## src/rtl/ex_muldiv_sequencer.sv

```systemverilog
`default_nettype none
// ============================================================================
// ex_muldiv_sequencer: EX-stage multi-cycle unsigned multiply / restoring divide.
// Optional build macro: MULDIV_EARLY_EXIT_EN. Revision: 1.0
// ============================================================================
module ex_muldiv_sequencer #(
  parameter int         WIDTH    = 32,
  parameter logic [5:0] FUNC_MUL = 6'b000010,
  parameter logic [5:0] FUNC_DIV = 6'b000001
) (
  input  logic             clk,
  input  logic             reset,
  input  logic             start,
  input  logic [5:0]       func,
  input  logic [WIDTH-1:0] data_a,
  input  logic [WIDTH-1:0] data_b,
  input  logic             flush,
  output logic             stall,
  output logic             busy,
  output logic             done,
  output logic [WIDTH-1:0] result,
  output logic [WIDTH-1:0] result_hi,
  output logic [2:0]       flag
);

  localparam int         CW        = $clog2(WIDTH) + 1;
  localparam logic [2:0] FLAG_NONE = 3'b000;
  localparam logic [2:0] FLAG_EXC  = 3'b010;
  localparam logic [2:0] FLAG_OVF  = 3'b011;

  typedef enum logic [1:0] {
    S_IDLE = 2'd0,
    S_BUSY = 2'd1,
    S_DONE = 2'd2
  } state_t;

  state_t               state_q, state_d;
  logic [CW-1:0]        cnt_q, cnt_d;
  logic                 is_div_q, is_div_d;
  logic [2*WIDTH-1:0]   mcand_q, mcand_d;
  logic [WIDTH-1:0]     mplier_q, mplier_d;
  logic [2*WIDTH-1:0]   prod_q, prod_d;
  logic [WIDTH-1:0]     rem_q, rem_d;
  logic [WIDTH-1:0]     quot_q, quot_d;
  logic [WIDTH-1:0]     divisor_q, divisor_d;
  logic [WIDTH-1:0]     result_q, result_d;
  logic [WIDTH-1:0]     result_hi_q, result_hi_d;
  logic [2:0]           flag_q, flag_d;

  logic                 is_muldiv;
  logic                 last_step;
  logic                 mul_finish;
  logic [WIDTH:0]       trial;

  always_comb begin
    state_d     = state_q;
    cnt_d       = cnt_q;
    is_div_d    = is_div_q;
    mcand_d     = mcand_q;
    mplier_d    = mplier_q;
    prod_d      = prod_q;
    rem_d       = rem_q;
    quot_d      = quot_q;
    divisor_d   = divisor_q;
    result_d    = result_q;
    result_hi_d = result_hi_q;
    flag_d      = flag_q;
    mul_finish  = 1'b0;

    is_muldiv = (func == FUNC_MUL) || (func == FUNC_DIV);
    last_step = (cnt_q == CW'(WIDTH - 1));
    // Partial remainder needs one extra bit; the top bit of the difference is the borrow.
    trial     = {rem_q, quot_q[WIDTH-1]} - {1'b0, divisor_q};

    case (state_q)
      S_IDLE: begin
        if (start && is_muldiv && !flush) begin
          is_div_d  = (func == FUNC_DIV);
          cnt_d     = '0;
          mcand_d   = {{WIDTH{1'b0}}, data_a};
          mplier_d  = data_b;
          prod_d    = '0;
          rem_d     = '0;
          quot_d    = data_a;
          divisor_d = data_b;
          if ((func == FUNC_DIV) && (data_b == '0)) begin
            state_d     = S_DONE;
            result_d    = '1;
            result_hi_d = data_a;
            flag_d      = FLAG_EXC;
          end else begin
            state_d = S_BUSY;
          end
        end
      end
      S_BUSY: begin
        cnt_d = cnt_q + CW'(1);
        if (is_div_q) begin
          if (!trial[WIDTH]) begin
            rem_d  = trial[WIDTH-1:0];
            quot_d = {quot_q[WIDTH-2:0], 1'b1};
          end else begin
            rem_d  = {rem_q[WIDTH-2:0], quot_q[WIDTH-1]};
            quot_d = {quot_q[WIDTH-2:0], 1'b0};
          end
          if (last_step) begin
            state_d     = S_DONE;
            result_d    = quot_d;
            result_hi_d = rem_d;
            flag_d      = FLAG_NONE;
          end
        end else begin
          prod_d   = mplier_q[0] ? (prod_q + mcand_q) : prod_q;
          mcand_d  = {mcand_q[2*WIDTH-2:0], 1'b0};
          mplier_d = {1'b0, mplier_q[WIDTH-1:1]};
`ifdef MULDIV_EARLY_EXIT_EN
          mul_finish = last_step || (mplier_d == '0);
`else
          mul_finish = last_step;
`endif
          if (mul_finish) begin
            state_d     = S_DONE;
            result_d    = prod_d[WIDTH-1:0];
            result_hi_d = prod_d[2*WIDTH-1:WIDTH];
            flag_d      = (prod_d[2*WIDTH-1:WIDTH] != '0) ? FLAG_OVF : FLAG_NONE;
          end
        end
      end
      S_DONE:  state_d = S_IDLE;
      default: state_d = S_IDLE;
    endcase

    // Flush wins over everything and leaves the visible outputs untouched.
    if (flush) begin
      state_d     = S_IDLE;
      result_d    = result_q;
      result_hi_d = result_hi_q;
      flag_d      = flag_q;
    end
  end

  always_ff @(posedge clk) begin
    if (!reset) begin
      state_q     <= S_IDLE;
      cnt_q       <= '0;
      is_div_q    <= 1'b0;
      mcand_q     <= '0;
      mplier_q    <= '0;
      prod_q      <= '0;
      rem_q       <= '0;
      quot_q      <= '0;
      divisor_q   <= '0;
      result_q    <= '0;
      result_hi_q <= '0;
      flag_q      <= FLAG_NONE;
    end else begin
      state_q     <= state_d;
      cnt_q       <= cnt_d;
      is_div_q    <= is_div_d;
      mcand_q     <= mcand_d;
      mplier_q    <= mplier_d;
      prod_q      <= prod_d;
      rem_q       <= rem_d;
      quot_q      <= quot_d;
      divisor_q   <= divisor_d;
      result_q    <= result_d;
      result_hi_q <= result_hi_d;
      flag_q      <= flag_d;
    end
  end

  assign busy      = (state_q == S_BUSY);
  assign done      = (state_q == S_DONE);
  assign stall     = busy || ((state_q == S_IDLE) && start && is_muldiv && !flush);
  assign result    = result_q;
  assign result_hi = result_hi_q;
  assign flag      = flag_q;

endmodule
`default_nettype wire

```

## config.mk

```make
export PLATFORM = sky130hd
export DESIGN_NAME = ex_muldiv_sequencer
export DESIGN_NICKNAME = d
export VERILOG_FILES = /design/src/rtl/ex_muldiv_sequencer.sv
export SDC_FILE = /design/constraint.sdc
export NUM_CORES = 1
export LEC_CHECK = 0
export ABC_AREA = 1
export CAP_MARGIN = 5
export CORE_MARGIN = 2
export CORE_UTILIZATION = 44
export CTS_BUF_LIST = sky130_fd_sc_hd__clkbuf_8
export DETAILED_ROUTE_END_ITERATION = 10
export GPL_TIMING_DRIVEN = 0
export PLACE_DENSITY = 0.68
export SKIP_CTS_REPAIR_TIMING = 1
export SLEW_MARGIN = 10
export SYNTH_ARGS = -nofsm -noshare
export SYNTH_HDL_FRONTEND = slang
export SYNTH_SLANG_ARGS = --single-unit
```

## constraint.sdc

```tcl
create_clock -name clk -period 3.5 [get_ports clk]
set_input_delay 0.875 -clock clk [delete_from_list [all_inputs] [get_ports clk]]
set_output_delay 0.875 -clock clk [all_outputs]
set_load 0.005 [all_outputs]
```

# After elaboration in Yosys (flattened, before gate mapping)
# Index checks and enable logic that the tools add are counted.
[word_totals]
regBits = 332
latch_bits = 0
ram_bits = 0
romBits = 0
inputBits = 74
out_inout_bits = 70
elab_cells = 90
n_memories = 0
[classes]
addsub = 3
multipliers = 0
div_mod_pow = 0
order_cmp = 0
eq_ne = 10
n_shift = 0
muxes = 43
bitwise = 2
reduce_logical = 20
[ops]
columns = ["cell", "count"]
rows = [
  ["32-bit two-way mux", 17],
  ["64-bit two-way mux", 5],
  ["32-bit one-hot mux with 2 select lines", 5],
  ["64-bit one-hot mux with 2 select lines", 2],
  ["64-bit adder", 1],
  ["33-bit by 32-bit subtractor with 33-bit output", 1],
  ["32-bit zero test", 1],
  ["32-bit nonzero test", 1],
  ["3-bit two-way mux", 5],
  ["6-bit one-hot mux with 2 select lines", 1],
  ["2-bit two-way mux", 4],
  ["6-bit by 1-bit adder with 6-bit output, second input constant", 1],
  ["6-bit by 1-bit == test with 1-bit output, second input constant", 1],
  ["6-bit by 2-bit == test with 1-bit output, second input constant", 1],
  ["6-bit by 5-bit == test with 1-bit output, second input constant", 1],
  ["1-bit logical AND", 6],
  ["6-bit two-way mux", 1],
  ["2-bit != test, second input constant", 3],
  ["3-bit one-hot mux with 2 select lines", 1],
  ["2-bit AND reduction", 3],
  ["3-bit AND reduction", 2],
  ["5-bit AND reduction", 1],
  ["2-bit by 1-bit != test with 1-bit output, second input constant", 2],
  ["2-bit one-hot mux with 2 select lines", 1],
  ["9 further kinds", 11],
]

# Longest topological paths before layout
# Gate-level depths: netlist of run 1.
[depth]
depth_word = 7
ltp_mapped = 24
mapped_depth_nobuf = 24

# Least setup slack after synthesis of run 1
# OpenSTA, ideal clock, no wires.
[synth_timing]
path_kind = "input -> output"
startpoint = "input port func[3]"
endpoint = "output port stall"
t_arrival_ps = 1656
t_required_ps = 2625
slack_ps = 969
path_stages = 8
n_path_buf = 0
path_cell_list = "nor2_1 > and3_1 > inv_2 > nand2_1 > nand3_2 > nor2_4 > inv_2 > nand2_4"
[synth_via]
elab_chain_len = 5
elab_cells_between_ends = 6
classes_between = "eq/ne: 2; reduce/logical: 4"
[synth_rtl]
columns = ["element", "line", "source"]
rows = [
  ["start, declared", "14", "input logic [5:0] func,"],
  ["6-bit by 2-bit == test with 1-bit output or 6-bit by 1-bit == test with 1-bit output (tied branches)", "70", "is_muldiv = (func == FUNC_MUL) || (func == FUNC_DIV);"],
  ["1-bit logical OR (*)", "70", ""],
  ["1-bit logical AND (*) (2 in series)", "174", "assign stall = busy || ((state_q == S_IDLE) && start && is_muldiv && !flush);"],
  ["1-bit logical OR (*)", "174", ""],
  ["end, declared", "18", "output logic stall,"],
]
# Every way passes the cells marked *; elsewhere a longest branch is shown, timed or not.

# Worst setup path in the final report of run 1
[layout_timing]
startpoint = "register mcand_q[8]"
endpoint = "register flag_q[1], in the netlist flag[1]"
[layout_via]
elab_chain_len = 7
[layout_rtl]
columns = ["element", "line", "source"]
rows = [
  ["start, declared", "40", "logic [2*WIDTH-1:0] mcand_q, mcand_d;"],
  ["start signal, assigned", "160", "mcand_q <= mcand_d;"],
  ["64-bit adder", "113", "prod_d = mplier_q[0] ? (prod_q + mcand_q) : prod_q;"],
  ["64-bit two-way mux", "113", ""],
  ["32-bit nonzero test", "125", "flag_d = (prod_d[2*WIDTH-1:WIDTH] != '0) ? FLAG_OVF : FLAG_NONE;"],
  ["2-bit two-way mux", "125", ""],
  ["3-bit two-way mux", "121", "if (mul_finish) begin"],
  ["3-bit two-way mux", "98", "if (is_div_q) begin"],
  ["3-bit one-hot mux with 2 select lines", "75", "case (state_q)"],
  ["end signal, assigned", "168", "flag_q <= flag_d;"],
  ["end, declared", "48", "logic [2:0] flag_q, flag_d;"],
]
# No other way between the ends. The select of a mux whose other input is x is not followed.
# A chain may end at the register's enable or synchronous reset.

==> impl_metrics.json, run 1 <==
{
  "htree_num_levels": 2,
  "placed_cells_incl_taps": 4278,
  "clk_root_buffer_cell": "sky130_fd_sc_hd__clkbuf_8",
  "async_flop_share_pct": 0,
  "final_max_slew_viol_count": 0,
  "pwr_density_cell_mw_per_mm2": 321.4,
  "cts_tree": "built",
  "hold_class": "reg2reg",
  "final.setup.worst_slack_ns": 0.07867,
  "outcome": "completed",
  "synth_largest_type_area_fraction_pct": 30.48,
  "dp_slack_ns": -0.5630,
  "row_count": 81,
  "cp_data_required_time_ns": 4.05,
  "clk_latency_ns": 0.68,
  "drtPass1Iterations": 6,
  "cp_most_frequent_cell": "sky130_fd_sc_hd__nand2_1",
  "vias_per_cell": 5.443,
  "ff_to_ff_path_depth": 21,
  "cts_num_sinks": 331,
  "count_of_input_and_output_buffers": 142,
  "utilization_pct": 51.85,
  "finalWirelength_mm": 88.47,
  "worst_hold_path_startpoint": "result[21]$_SDFFE_PN0P_",
  "post_synth_most_frequent_cells": "sky130_fd_sc_hd__nand2_1 (1107), sky130_fd_sc_hd__inv_1 (478), sky130_fd_sc_hd__dfxtp_1 (331)",
  "hold-worst-slack_ns": 0.4511,
  "routedWlPerCell_microns": 20.17,
  "leakage_dissipation_nw": 11.72,
  "timing.critical_path.from_type": "flop",
  "placed_area_sq_mm": 0.02400,
  "start_util_pct": 44.51,
  "synth_most_common_cell": "sky130_fd_sc_hd__nand2_1",
  "via_count_of_the_first_global_routing_pass": 21400,
  "muxShareOfSynthArea_pct": 0,
  "finalHoldViolations": 0,
  "setup-violations-final": 0,
  "global_route_wire_length_before_repair_mm": 129.1,
  "detail_route.drc_violations": 0,
  "synthToLayoutAreaGrowth_pct": 16.50,
  "synth-seq-cells": 331,
  "synth_area_leaders": "sky130_fd_sc_hd__dfxtp_1 (30%), sky130_fd_sc_hd__nand2_1 (19%), sky130_fd_sc_hd__inv_1 (8.3%)",
  "synth_flop_cell": "sky130_fd_sc_hd__dfxtp_1",
  "die-width_microns": 226.3,
  "whs_endpoint": "result[21]$_SDFFE_PN0P_",
  "detailedPlacementHpwl_mm": 71.70,
  "synth_top_family_by_area": "simple AND/OR/NAND/NOR gates",
  "overflow": 0,
  "maximum_number_of_pins_on_one_net_before_global_route_repair": 17,
  "vias": 23880,
  "post_synth_and_or_nand_nor_area_fraction_pct": 31.02,
  "gr-usage-all-layers_pct": 33.85,
  "num_antenna_cells": 0,
  "yosys_warnings": 0,
  "design.die.area_sq_mm": 0.05121,
  "synth_compound_gate_area_share_pct": 19.12,
  "critical-path-slowest-cell": "sky130_fd_sc_hd__ha_1",
  "timing_worst_setup_path_type": "reg2reg",
  "post_route_fraction_of_the_period_consumed_by_the_critical_path_pct": 97.75,
  "core-area_sq_mm": 0.04885,
  "post_synth.cell_area_avg_sq_um": 6.262,
  "worstReg2RegEnd": "flag[1]$_SDFFE_PN0P_",
  "synthesis.nets": 3644,
  "die_ht_microns": 226.3,
  "cts.clk_slew.worst_paths_ns": 0.06,
  "maxClockFrequency_mhz": 292.3,
  "final_skew_ns": 0.03805,
  "stdcell_area_sq_mm": 0.02533,
  "drive_above_1_share_pct": 6.903,
  "worst_hold_path.num_cells": 2,
  "syn-instance-count": 3472,
  "synth-xor-area-share_pct": 2.175,
  "met2_track_usage_gr_pct": 52.07,
  "worst_slew_margin_rel_pct": 34.88,
  "finalWeightedCongestion": 1.015,
  "global_routing_usage_on_met3_pct": 6.738,
  "drtIter0Drc": 2533,
  "synthAdderAreaFrac_pct": 5.708,
  "worst-r2r-setup-slack_ns": 0.08,
  "synthesis.area_sq_mm": 0.02174,
  "antenna_found_initial": 1,
  "worstMarginPinSlew_ns": 0.9768,
  "setup_tns_ns": 0,
  "top_usage_layer": "met2",
  "clk_path_buf_depth": 3,
  "met1_usage_pct": 44.07,
  "numCtsBuffers": 58,
  "ir_drop_v": 0.0002954,
  "overall_power_mw": 8.142,
  "ys_seq_area_share_pct": 30.48,
  "cp-startpoint": "mcand_q[8]$_SDFFE_PN0P_",
  "crit_path_max_fanout": 4,
  "drt.antenna.violating_nets": 0,
  "floorplan.io_pins": 144,
  "path_cells": "ha_1, nand2_1, inv_1, nand2_1, nand2_1, inv_1, nand3_2, nand2_1, nand3_1, nand2_1, nand2_1, nand2_1, nand3_1, nand2_1, nand2_1, nor2_1, nand2_1, nor2_4, nand3_1, nand2_2, nand2_1",
  "type_of_destination_of_the_critical_path": "flop",
  "cpPeakStageDelay_ns": 0.38,
  "finish.net_count": 3850,
  "synth_top_cell_by_area": "sky130_fd_sc_hd__dfxtp_1",
  "final_cells": 4387,
  "synth_enable_flop_cells": 0,
  "cp.arrival_ns": 3.97,
  "critical_path.reg2reg.startpoint": "mcand_q[8]$_SDFFE_PN0P_",
  "drv.max_cap_violation_count": 0,
  "synth.lib_cells_used.distinct": 62,
  "final_worst_path_period_need_ns": 3.421
}
==> logic make-up after synthesis <==
family                   Yosys count
AND/OR/NAND/NOR                 1617
AO/OA/AOI/OAI                    736
buffers and inverters            635
flip-flops                       331
adder cells (fa/ha/maj)           98
XOR/XNOR                          54
other                              1
==> report_power, final <==
group	total (mW)	switching [mW]	internal (mW)	leakage [nW]
clock	3.80	1.72	2.09	0.714
sequential	3.80	0.0127	3.78	2.67
combinational	0.543	0.356	0.186	8.34
==> final cells by class <==
cell class / count / area, sq um
tap: 664 / 830.8
clock buffer: 69 / 949.7
fill: 5111 / 23520
buffer: 138 / 628.1
inverter: 497 / 1871
multi-input combinational: 2506 / 12700
timing repair buffer: 146 / 1454
sequential: 331 / 6630
clock inverter: 36 / 269.0
==> layer usage <==
layer / part of all wire [%] / vias up
met3: 9.2 / 264
met1: 42 / 10840
met2: 43 / 1174
met4: 6.2 / 0
met5: 0 / -
li1: - / 11600
==> critical path: cells and delay by family, from the launching register on <==
family                   cells  cell delay, ns
AND/OR/NAND/NOR             18            2.38
adder cells (fa/ha/maj)      1            0.38
flip-flops                   1            0.36
buffers and inverters        2            0.17
==> placed cells by master, fill, tap and decap left out, drive strengths merged, types with 3 or more instances in the layout <==
cell type and instances:
xnor2 43, nor3b 10, nand4 25, inv 521, o2111ai 3, nor4 8
xor2 11, or2 33, a221oi 6, ha 96, o22ai 5, clkdlybuf4s50 141
o21ai 253, a21oi 309, a32o 5, buf 47, a31oi 91, a21o 4
bufinv 4, nand3 151, and3 3, clkinv 8, o211ai 6, nor2 214
dfxtp 331, nand2 1124, nand3b 8, and2 5, clkbuf 164, o21a 28
o21bai 18, nor3 36
==> how the worst max path moves through the flow <==
stage | to | slack [ns] | depth (start not counted)
after floorplan | stall | 0.97 | 8
after global placement | result_hi[16]$_SDFFE_PN0P_ | -0.57 | 13
after detailed placement | result_hi[16]$_SDFFE_PN0P_ | -0.56 | 13
after CTS | flag[1]$_SDFFE_PN0P_ | -0.49 | 23
after global routing | flag[1]$_SDFFE_PN0P_ | -0.008 | 21
final | flag[1]$_SDFFE_PN0P_ | 0.08 | 21
==> flip-flops by register name (all words and copies together), names as in the netlist <==
| signal | count |
|---|---|
| mcand_q | 64 |
| prod_q | 64 |
| divisor_q | 32 |
| mplier_q | 32 |
| quot_q | 32 |
| rem_q | 32 |
| result | 32 |
| result_hi | 32 |
| cnt_q | 6 |
| flag | 2 |
| state_q | 2 |
| is_div_q | 1 |
Note: power is estimated with default switching activity, not from simulation.
==> inputs of run 2 (changes only) <==
--- a/config.mk
+++ b/config.mk
@@ -12,7 +12,8 @@
 export CTS_BUF_LIST = sky130_fd_sc_hd__clkbuf_8
 export DETAILED_ROUTE_END_ITERATION = 10
 export GPL_TIMING_DRIVEN = 0
-export PLACE_DENSITY = 0.68
+export MAX_ROUTING_LAYER = met4
+export PLACE_DENSITY = 0.7
 export SKIP_CTS_REPAIR_TIMING = 1
 export SLEW_MARGIN = 10
 export SYNTH_ARGS = -nofsm -noshare
==> run 2 against run 1 <==
Against the previous run:
- the flow now finishes with violations (negative setup slack)
- sequential share of layout area hardly changed
- first-iteration DRC count rose by 8.3%
- critical path depth fell by 3
- highest routed layer unchanged
- sequential power barely moved
- die area unchanged
- utilization decreased by 0.051 points
- cell area hardly changed
- largest power group is now the clock network
- hold slack better by 0.0028 ns
- total power is 0.88% higher
- flip-flop and latch count unchanged
- clock-buffer cell count grew 2
- global-route usage increased by 1.0 points
==> impl_metrics.json, run 2 (same netlist as run 1, synthesis figures left out) <==
{
  "vias": 23900,
  "dp_slack_ns": -0.5767,
  "maximum_number_of_pins_on_one_net_before_global_route_repair": 19,
  "core-area_sq_mm": 0.04885,
  "timing_worst_setup_path_type": "reg2reg",
  "detailedPlacementHpwl_mm": 70.82,
  "finalWirelength_mm": 87.92,
  "antenna_found_initial": 3,
  "path_cells": "ha_1, nand2_1, nor2_1, nand3_1, nand3b_1, nand2_1, nand2_1, nand2_1, nand3_1, nand3_1, nand2_1, nand2_1, nor2_1, nand2_1, nor2_2, nand3_1, nand2_2, nand2_1",
  "routedWlPerCell_microns": 20.05,
  "die_ht_microns": 226.3,
  "leakage_dissipation_nw": 11.69,
  "synthToLayoutAreaGrowth_pct": 16.38,
  "final.setup.worst_slack_ns": -0.05319,
  "cts_tree": "built",
  "final_max_slew_viol_count": 0,
  "critical-path-slowest-cell": "sky130_fd_sc_hd__nor2_1",
  "count_of_input_and_output_buffers": 142,
  "cpPeakStageDelay_ns": 0.42,
  "cts_num_sinks": 331,
  "utilization_pct": 51.80,
  "vias_per_cell": 5.449,
  "post_route_fraction_of_the_period_consumed_by_the_critical_path_pct": 101.5,
  "type_of_destination_of_the_critical_path": "flop",
  "overflow": 0,
  "overall_power_mw": 8.214,
  "finalWeightedCongestion": 1.053,
  "failing_checks": "negative setup slack",
  "setup_tns_ns": -0.05319,
  "row_count": 81,
  "ir_drop_v": 0.0003753,
  "maxClockFrequency_mhz": 281.4,
  "finish.net_count": 3848,
  "stdcell_area_sq_mm": 0.02531,
  "most-common-layout-cells": "sky130_fd_sc_hd__nand2_1 (1100), sky130_fd_sc_hd__inv_1 (493), sky130_fd_sc_hd__dfxtp_1 (330)",
  "rsz0062_at_grt": "yes",
  "hold-worst-slack_ns": 0.4539,
  "start_util_pct": 44.51,
  "cp.arrival_ns": 4.15,
  "crit_path_max_fanout": 4,
  "design.die.area_sq_mm": 0.05121,
  "drt.antenna.violating_nets": 0,
  "numCtsBuffers": 57,
  "drive_above_1_share_pct": 6.884,
  "placed_cells_incl_taps": 4278,
  "final_cells": 4386,
  "detail_route.drc_violations": 0,
  "drtIter0Drc": 2742,
  "die-width_microns": 226.3,
  "internal_power_mw": 6.039,
  "clk_path_buf_depth": 3,
  "hold_class": "reg2reg",
  "final_worst_path_period_need_ns": 3.553,
  "timing.critical_path.buf_inv": 0,
  "nFillCells": 5108,
  "placed_area_sq_mm": 0.02400,
  "timing.critical_path.from_type": "flop",
  "cp_data_required_time_ns": 4.09,
  "floorplan.io_pins": 144,
  "pwr_density_cell_mw_per_mm2": 324.6,
  "outcome": "finished with violations",
  "worstMarginPinSlew_ns": 0.9753,
  "p_seq_share_pct": 46.2,
  "finalHoldViolations": 0,
  "clockPowerShare_pct": 47.2,
  "cp_most_frequent_cell": "sky130_fd_sc_hd__nand2_1",
  "power.combinational.fraction_pct": 6.6,
  "clk_root_buffer_cell": "sky130_fd_sc_hd__clkbuf_8",
  "power.switching_mw": 2.175,
  "drtPass1Iterations": 6,
  "layout_commonest_cell": "sky130_fd_sc_hd__nand2_1",
  "clk_latency_ns": 0.71,
  "reg.largest.list": "mcand_q (64), prod_q (64)",
  "via_count_of_the_first_global_routing_pass": 21690,
  "drv.max_cap_violation_count": 0,
  "global_route_wire_length_before_repair_mm": 129.9,
  "htree_num_levels": 2,
  "netSwitchingFraction_pct": 26.48,
  "setup-violations-final": 1,
  "cts.clk_slew.worst_paths_ns": 0.06,
  "worst_slew_margin_rel_pct": 34.98,
  "gr-usage-all-layers_pct": 34.86,
  "final_skew_ns": 0.03867,
  "critical-path-top-delay-family": "simple AND/OR/NAND/NOR gates"
}
[run 2: path summary, 6_finish.rpt]
check | startpoint | to | slack, ns | depth (start not counted)
max | mcand_q[8]$_SDFFE_PN0P_ | flag[1]$_SDFFE_PN0P_ | -0.05 | 18
max reg2reg | mcand_q[8]$_SDFFE_PN0P_ | flag[1]$_SDFFE_PN0P_ | -0.05 | 18
min reg2reg | result[17]$_SDFFE_PN0P_ | result[17]$_SDFFE_PN0P_ | 0.45 | 2
min | result[17]$_SDFFE_PN0P_ | result[17]$_SDFFE_PN0P_ | 0.45 | 2
[run 2: worst min-delay path, stage by stage (launching register included)]
cell                      delay [ns]
sky130_fd_sc_hd__dfxtp_1        0.30
sky130_fd_sc_hd__nand2_1        0.05
sky130_fd_sc_hd__o21ai_1        0.05
[run 2: layout make-up]
type / instances / area, sq um / share of cell area [%]
repair buffers: 145 / 1446 / 5.716
inverters: 497 / 1871 / 7.392
flip-flops and latches: 331 / 6628 / 26.19
diodes: 3 / 7.507 / 0.02967
clock inverters: 31 / 249.0 / 0.9839
plain buffers: 138 / 628.1 / 2.482
clock buffers: 71 / 977.2 / 3.862
well taps: 664 / 830.8 / 3.283
multi-input cells: 2506 / 12670 / 50.06
[run 2: power groups by stage]
stage,registers (mW),logic [mW],clock network [mW]
2_1_floorplan,3.87,0.272,0
3_3_place_gp,3.88,0.515,0
3_5_place_dp,3.88,0.515,0
4_1_cts,3.80,0.518,3.87
5_1_grt,3.80,0.569,4.05
6_report,3.80,0.539,3.88
[run 2: per-layer routing]
metal	vias to the layer above	part of all wire, %	GRT usage [%]
met2	1230	42	51.50
met5	-	0	-
met3	267	10	6.933
li1	11600	-	-
met4	0	6.1	18.68
met1	10800	41	44.80
